**src/rtl/mac_dot_seq.sv**
```systemverilog
// Dot-product sequencer: streams operand pairs to an external multiplier and accumulates products.
// Optional feature macro MAC_DOT_SAT_EN: saturate the accumulator on signed overflow instead of wrapping.
module mac_dot_seq #(
  parameter int DW      = 8,
  parameter int ACC_W   = 32,
  parameter int LEN_W   = 8,
  parameter int MUL_LAT = 1
) (
  input  logic               clk,
  input  logic               rst,
  input  logic               cmd_valid,
  output logic               cmd_ready,
  input  logic [LEN_W-1:0]   cmd_len,
  input  logic               cmd_asigned,
  input  logic               cmd_wsigned,
  input  logic               op_valid,
  output logic               op_ready,
  input  logic [DW-1:0]      op_a,
  input  logic [DW-1:0]      op_w,
  output logic [DW-1:0]      mul_a,
  output logic [DW-1:0]      mul_w,
  output logic               mul_asigned,
  output logic               mul_wsigned,
  input  logic [2*DW:0]      mul_q,
  output logic               res_valid,
  input  logic               res_ready,
  output logic [ACC_W-1:0]   res_data,
  output logic               res_ovf,
  output logic               busy,
  output logic [1:0]         dbg_state_o
);

  localparam int PW = 2*DW+1;

  // Handshakes: a transfer happens on a rising clk edge where valid and ready are both 1;
  // every ready/valid driven here is a register, and res_valid/res_data hold until taken.
  typedef enum logic [1:0] {
    S_IDLE  = 2'd0,
    S_RUN   = 2'd1,
    S_DRAIN = 2'd2,
    S_DONE  = 2'd3
  } state_t;

  state_t             state_q, state_d;
  logic               cmd_ready_q, op_ready_q, res_valid_q, busy_q;
  logic [LEN_W-1:0]   len_q, issued_q;
  logic               asigned_q, wsigned_q;
  logic [DW-1:0]      mul_a_q, mul_w_q;
  logic [MUL_LAT-1:0] vld_q, vld_d;
  logic               take_q;
  logic [ACC_W-1:0]   acc_q, ext, sum, acc_add;
  logic               ovf_q, add_ovf;
  logic               cmd_fire, op_fire, res_fire;

  always_comb begin
    cmd_fire = cmd_valid & cmd_ready_q;
    op_fire  = op_valid & op_ready_q;
    res_fire = res_valid_q & res_ready;

    state_d = state_q;
    case (state_q)
      // A zero-length command passes through DRAIN (pipeline already empty) so that
      // res_valid appears one cycle after the accept, like every other command.
      S_IDLE:  if (cmd_fire) state_d = S_DRAIN;
      S_RUN:   if (op_fire && (issued_q + LEN_W'(1) == len_q)) state_d = S_DRAIN;
      S_DRAIN: if (vld_q == '0) state_d = S_DONE;
      S_DONE:  if (res_fire) state_d = S_IDLE;
      default: state_d = S_IDLE;
    endcase
    if (state_q == S_IDLE && cmd_fire && cmd_len != '0) state_d = S_RUN;

    vld_d    = '0;
    vld_d[0] = op_fire;
    for (int i = 1; i < MUL_LAT; i++) vld_d[i] = vld_q[i-1];

    // Products are always sign-extended; unsigned*unsigned products carry a 0 MSB.
    ext          = {ACC_W{mul_q[PW-1]}};
    ext[PW-1:0]  = mul_q;
    sum          = acc_q + ext;
    add_ovf      = (acc_q[ACC_W-1] == ext[ACC_W-1]) && (sum[ACC_W-1] != acc_q[ACC_W-1]);
`ifdef MAC_DOT_SAT_EN
    if (add_ovf) acc_add = ext[ACC_W-1] ? {1'b1, {(ACC_W-1){1'b0}}} : {1'b0, {(ACC_W-1){1'b1}}};
    else         acc_add = sum;
`else
    acc_add = sum;
`endif
  end

  always_ff @(posedge clk) begin
    if (rst) begin
      state_q     <= S_IDLE;
      cmd_ready_q <= 1'b0;
      op_ready_q  <= 1'b0;
      res_valid_q <= 1'b0;
      busy_q      <= 1'b0;
      len_q       <= '0;
      issued_q    <= '0;
      asigned_q   <= 1'b0;
      wsigned_q   <= 1'b0;
      mul_a_q     <= '0;
      mul_w_q     <= '0;
      vld_q       <= '0;
      take_q      <= 1'b0;
      acc_q       <= '0;
      ovf_q       <= 1'b0;
    end else begin
      state_q     <= state_d;
      // cmd_ready only after a full IDLE cycle: gives the bubble after a result handshake.
      cmd_ready_q <= (state_q == S_IDLE) && (state_d == S_IDLE);
      op_ready_q  <= (state_d == S_RUN);
      res_valid_q <= (state_d == S_DONE);
      busy_q      <= (state_d != S_IDLE);
      vld_q       <= vld_d;
      // mul_q matches an issue one cycle after its tag leaves the shift register.
      take_q      <= vld_q[MUL_LAT-1];
      if (cmd_fire) begin
        len_q     <= cmd_len;
        issued_q  <= '0;
        asigned_q <= cmd_asigned;
        wsigned_q <= cmd_wsigned;
        acc_q     <= '0;
        ovf_q     <= 1'b0;
      end else if (take_q) begin
        acc_q <= acc_add;
        if (add_ovf) ovf_q <= 1'b1;
      end
      if (op_fire) begin
        mul_a_q  <= op_a;
        mul_w_q  <= op_w;
        issued_q <= issued_q + LEN_W'(1);
      end
    end
  end

  assign cmd_ready   = cmd_ready_q;
  assign op_ready    = op_ready_q;
  assign res_valid   = res_valid_q;
  assign busy        = busy_q;
  assign mul_a       = mul_a_q;
  assign mul_w       = mul_w_q;
  assign mul_asigned = asigned_q;
  assign mul_wsigned = wsigned_q;
  assign res_data    = acc_q;
  assign res_ovf     = ovf_q;
  assign dbg_state_o = state_q;

endmodule

```
**config.mk**
```make
export PLATFORM = sky130hd
export DESIGN_NAME = mac_dot_seq
export DESIGN_NICKNAME = d
export VERILOG_FILES = /design/src/rtl/mac_dot_seq.sv
export SDC_FILE = /design/constraint.sdc
export NUM_CORES = 1
export LEC_CHECK = 0
export CORE_ASPECT_RATIO = 0.9
export CORE_UTILIZATION = 51
export CTS_CLUSTER_DIAMETER = 150
export DETAILED_ROUTE_END_ITERATION = 6
export GPL_ROUTABILITY_DRIVEN = 0
export PLACE_DENSITY_LB_ADDON = 0.08
export SETUP_SLACK_MARGIN = 0.4
export SLEW_MARGIN = 0
export SYNTH_ARGS = -nofsm -noshare
export SYNTH_HDL_FRONTEND = slang
export SYNTH_SLANG_ARGS = --single-unit
```
**constraint.sdc**
```tcl
create_clock -name clk -period 3 [get_ports clk]
set_input_delay 0.45 -clock clk [delete_from_list [all_inputs] [get_ports clk]]
set_output_delay 0.45 -clock clk [all_outputs]
set_load 0.02 [all_outputs]
```
Word-level counts from Yosys, hierarchy flattened
Index checks and enable logic that the tools add are counted.
{"block": "word_totals", "ff_bits": 75, "input_bits": 48, "out_inout_bits": 57, "elab_cells": 48}
{"block": "classes", "n_addsub": 2, "n_eq_ne": 8, "muxes": 8, "bitwise": 3, "n_reduce_logical": 12}
{"cell": "$add A32 B32 Y32", "count": 1}
{"cell": "$mux W8", "count": 2}
{"cell": "$mux W2", "count": 5}
{"cell": "$add A8 B1 Y8 const B", "count": 1}
{"cell": "$eq A8 B8 Y1", "count": 1}
{"cell": "$pmux W2 S4", "count": 1}
{"cell": "$reduce_bool A8 Y1", "count": 1}
{"cell": "$eq A2 B2 Y1 const B", "count": 3}
{"cell": "$logic_and A1 B1 Y1", "count": 5}
{"cell": "$eq A2 B1 Y1 const B", "count": 2}
{"cell": "$logic_not A2 Y1", "count": 2}
{"cell": "$reduce_bool A2 Y1", "count": 2}
{"cell": "$and A1 B1 Y1", "count": 3}
{"cell": "$reduce_and A2 Y1", "count": 1}
{"cell": "$reduce_or A2 Y1", "count": 1}
{"cell": "$eq A1 B1 Y1", "count": 1}
{"cell": "$ne A1 B1 Y1", "count": 1}

Longest topological paths before layout
{"block": "depth", "ltp_word": 8, "ltp_mapped": 10, "mapped_depth_nobuf": 10}

Least setup slack after synthesis
Ideal clock, no wire load.
{"block": "synth_timing", "kind": "in2reg", "start": "input mul_q[0]", "end": "register acc_q[28] (netlist: res_data[28])", "setup_ps": 130, "t_arrival_ps": 2573, "required_time_ps": 2870, "slack_ps": 298, "cell_stages": 10, "path_buffers": 0, "path_cell_list": "ha_1 fa_1 a21o_1 a31oi_1 or3_4 a21oi_1 a311o_1 a311oi_2 mux2i_1 nor3_2"}
{"block": "synth_between", "elab_chain_len": 1}
{"element": "start, declared", "line_no": "24", "text": "input logic [2*DW:0] mul_q,"}
{"element": "$add A32 B32 Y32", "line_no": "79", "text": "sum = acc_q + ext;"}
{"element": "end signal, assigned", "line_no": "104", "text": "acc_q <= '0;"}
{"element": "end signal, assigned", "line_no": "121", "text": "acc_q <= '0;"}
{"element": "end signal, assigned", "line_no": "124", "text": "acc_q <= acc_add;"}
{"element": "end, declared", "line_no": "51", "text": "logic [ACC_W-1:0] acc_q, ext, sum, acc_add;"}
Every way passes these cells.
A chain may end at the register's enable or synchronous reset.

Worst setup path after layout
{"block": "layout_timing", "start": "register acc_q[0] (netlist: res_data[0])", "end": "register acc_q[28] (netlist: res_data[28])"}
{"block": "layout_between", "elab_chain_len": 1}
{"element": "$add A32 B32 Y32", "line_no": "79"}
Every way passes these cells.

==> results.txt <==
The count of mapped cells out of synthesis is 593. The vias per cell came out at 5.81. Once detail routing completed, the nets flagged for antenna violations numbered 0. The via count of the first global-routing pass is 4813. The biggest fanout along the worst timing path is 3.

Across the whole layout, storage elements account for 1510 um2. The global-route wire length before repair came out at 21900 um. The worst setup path is of the register to register kind. On the final layout, the worst hold slack is 450 ps. The placeable core region came out at 8770 um2. The critical path startpoint category is a register.

Headroom to the max-slew limit came out at 0.391. The clock latency on the worst-skew pair came out at 360 ps. The final cycle utilization of the critical path came out at 0.849.

For this run, asynchronously set or reset flops after synthesis account for 0. The number of iterations in the first detailed-routing pass is 5. The total number of vias came out at 5031. Once placement finished, the instance area stood at 6210 um2. The initial antenna violation count is 0.

The number of slew-limit violations in the final report came out at 0. The analysis attributes to cell leakage a power of 0.00271 uW. The slew of the pin with the lowest slew margin is 913 ps. After the last flow step, the layout net total stands at 823.

Data on the critical path arrives at its endpoint at 2790 ps. The H-tree depth came out at 3. The average cell area after synthesis came out at 7.92 um2.

The maximum buffer depth of the clock tree is 2. The final clock skew is 3.80 ps. STA classifies the critical path endpoint as a register. The peak per-stage delay on the critical path is 400 ps.

The number of placed instances, taps included, is 842. The half-perimeter wire length after detailed placement is 9700 um. The flow ran to the end, and the final reports show no timing, DRC or antenna violations. The number of antenna cells inserted is 0.

For this run, design rule violations remaining after detail routing come to 0. The die width is 103 um. The total routing usage reported by global routing is 0.289.

The number of core rows is 32. The layout filler cell count came out at 627. 105 I/O pins were placed. The total overflow reported by the global router is 0. The kind of cell adding the most delay to the critical path is compound AO/OA/AOI/OAI gates. The starting density of the core came out at 0.536. The post-layout instance count excluding filler cells came out at 866. The clock tree from TritonCTS is done. Wires add up to 13800 um. The number of hold-slack violations in the final timing report was 0.

The most used flip-flop cell after synthesis is dfxtp_1. The area growth from synthesis to layout is 43.5%. The required time at the worst-slack endpoint came out at 3250 ps. The number of DRC markers in iteration 0 is 241. The register clock-pin slew on the reported worst setup and hold paths came out at 80 ps.

Measured on the finished design, the core utilization comes to 0.769. The share of layout cells above drive strength 1 came out at 0.183. After layout, the minimum clock period comes to 2550 ps.

The summed instance area of the synthesized netlist is 4700 um2. The count of buffering cells on the critical path with inverters included is 0. The cell sitting at the root of the clock tree is a clkbuf_8. The share of the Yosys chip area taken by registers is 0.320. The number of synthesized register bits came out at 75.

The floorplan die height is 93.0 um. The clock net in this run drives a total of 75 sinks. After detailed routing, the average wire length per cell comes to 16.0 um. The count of different cell masters after synthesis came out at 62. The post-route cell area came out at 6740 um2. The number of clock buffers inserted by TritonCTS came out at 9. In this run the worst hold path is classified as register to register. Yosys printed 0 warnings. The area of combinational cells with multiple inputs came out at 3310 um2. Setup repair after global routing could not meet its margin everywhere. The count of flip-flops with a built-in enable after synthesis came out at 0. For this design, the CTS-stage hold fixing added 0 buffers. The number of nets in the synthesized netlist is 674.

The die area is 9600 um2. The upper clock frequency limit came out at 393 MHz. Power spread over the standard cell area amounts to 337 nW/um2. Across the run, the number of max-cap violations was 0. The slowest stage of the critical path belongs to the cell a311o_1. The pin count of the biggest net entering global routing is 35. The signal on the critical path passes through ha_4 > fa_2 > a21o_1 > a31oi_2 > or3_4 > a21oi_2 > a311o_1 > a311oi_2 > mux2i_1 > nor3_2. The peak supply drop came out at 291 uV. The count of buffers added on input and output ports is 104.

The number of setup violations in the final report is 0.
## layout make-up
| type | instances | area share |
|---|---|---|
| Sequential cell | 75 | 0.224 |
| Multi-Input combinational cell | 478 | 0.490 |
| Clock buffer | 10 | 0.0189 |
| Timing Repair Buffer | 169 | 0.229 |
| Clock inverter | 6 | 0.0106 |
| Inverter | 9 | 0.00501 |
| Tap cell | 119 | 0.0221 |
## synth_stat cells, types with 3 or more instances
cell | count | area share
buf_2 | 3 | 0.0032
xor2_1 | 10 | 0.019
ha_1 | 32 | 0.085
nor2_1 | 54 | 0.043
o21bai_1 | 3 | 0.0048
a211oi_2 | 3 | 0.0080
o21a_1 | 5 | 0.0080
a211o_1 | 3 | 0.0056
and3_1 | 5 | 0.0067
inv_1 | 8 | 0.0064
nor3b_1 | 3 | 0.0048
a311o_1 | 7 | 0.015
a21o_1 | 26 | 0.042
and2_1 | 7 | 0.0093
buf_1 | 3 | 0.0024
dfxtp_1 | 75 | 0.32
nand2_1 | 89 | 0.071
nor2b_1 | 4 | 0.0053
nand4b_1 | 3 | 0.0056
clkbuf_1 | 25 | 0.020
o21ai_0 | 27 | 0.029
nand2b_1 | 4 | 0.0053
a31oi_1 | 5 | 0.0067
mux2i_1 | 15 | 0.032
xnor2_1 | 14 | 0.026
a21boi_0 | 6 | 0.0096
o211ai_1 | 3 | 0.0048
or3_1 | 7 | 0.0093
a21oi_1 | 60 | 0.064
nand4_1 | 7 | 0.0093
nor3_1 | 11 | 0.012
nand3_1 | 19 | 0.020
a211oi_1 | 9 | 0.014
## registers in the layout (all words and copies together), names as in the netlist
| register | cells |
|---|---|
| res_data | 32 |
| issued_q | 8 |
| len_q | 8 |
| mul_a | 8 |
| mul_w | 8 |
| dbg_state_o | 2 |
| busy | 1 |
| cmd_ready | 1 |
| mul_asigned | 1 |
| mul_wsigned | 1 |
| op_ready | 1 |
| res_ovf | 1 |
| res_valid | 1 |
| take_q | 1 |
| vld_q | 1 |
## worst paths after layout
path,start,to,slack [ps],depth (start not counted)
worst max register to register,res_data[0],res_data[28],450,10
worst min register to register,vld_q,take_q,450,2
worst min-delay path,vld_q,take_q,450,2
worst max-delay path,res_data[0],res_data[28],450,10
## cell usage in the layout, fill, tap and decap left out, drive strengths merged, types with 10 or more instances in the layout
cell type / instances
nor2: 54
a211oi: 12
xnor2: 14
a21o: 26
ha: 32
buf: 65
clkbuf: 10
mux2i: 15
nand3: 19
clkdlybuf4s50: 93
o21ai: 28
nor3: 13
a21oi: 60
xor2: 10
inv: 12
dfxtp: 75
nand2: 90
## per-stage QoR
step	TNS (ps)	power [uW]	setup slack [ps]
6_report	0	2270	454
5_1_grt	0	2380	350
4_1_cts	0	2270	392
3_5_place_dp	-977	1460	-212
3_3_place_gp	-570	1450	-173
2_1_floorplan	0	1260	402
## logic make-up after synthesis
| logic type | Yosys count | synth area share |
|---|---|---|
| compound gates | 177 | 0.250 |
| xor+xnor | 24 | 0.0448 |
| fa+ha+maj | 33 | 0.0895 |
| buf+inv | 40 | 0.0328 |
| flops | 75 | 0.320 |
| mux | 15 | 0.0320 |
| simple gates | 229 | 0.231 |
## power breakdown
group | internal (uW) | switching, uW
registers | 1020 | 20.0
clock network | 393 | 418
logic | 207 | 216
## layer usage
metal / share of wire / vias to the layer above / GRT usage
li1: - / 2440 / -
met1: 0.42 / 2371 / 0.345
met2: 0.49 / 173 / 0.511
met3: 0.059 / 47 / 0.0665
met4: 0.030 / 0 / 0.0845
met5: 0 / - / 0
## tightest hold or removal path: stages, from the launching register on
cell     delay [ps]
dfxtp_1         300
inv_1            70
nor2_1           40
## what timing repair did
action	4_1_cts	5_1_grt
pin swaps	15	25
buffers inserted	3	5
setup endpoints to repair	12	19
resized for setup	27	41
Note: power is estimated with default switching activity, not from simulation.
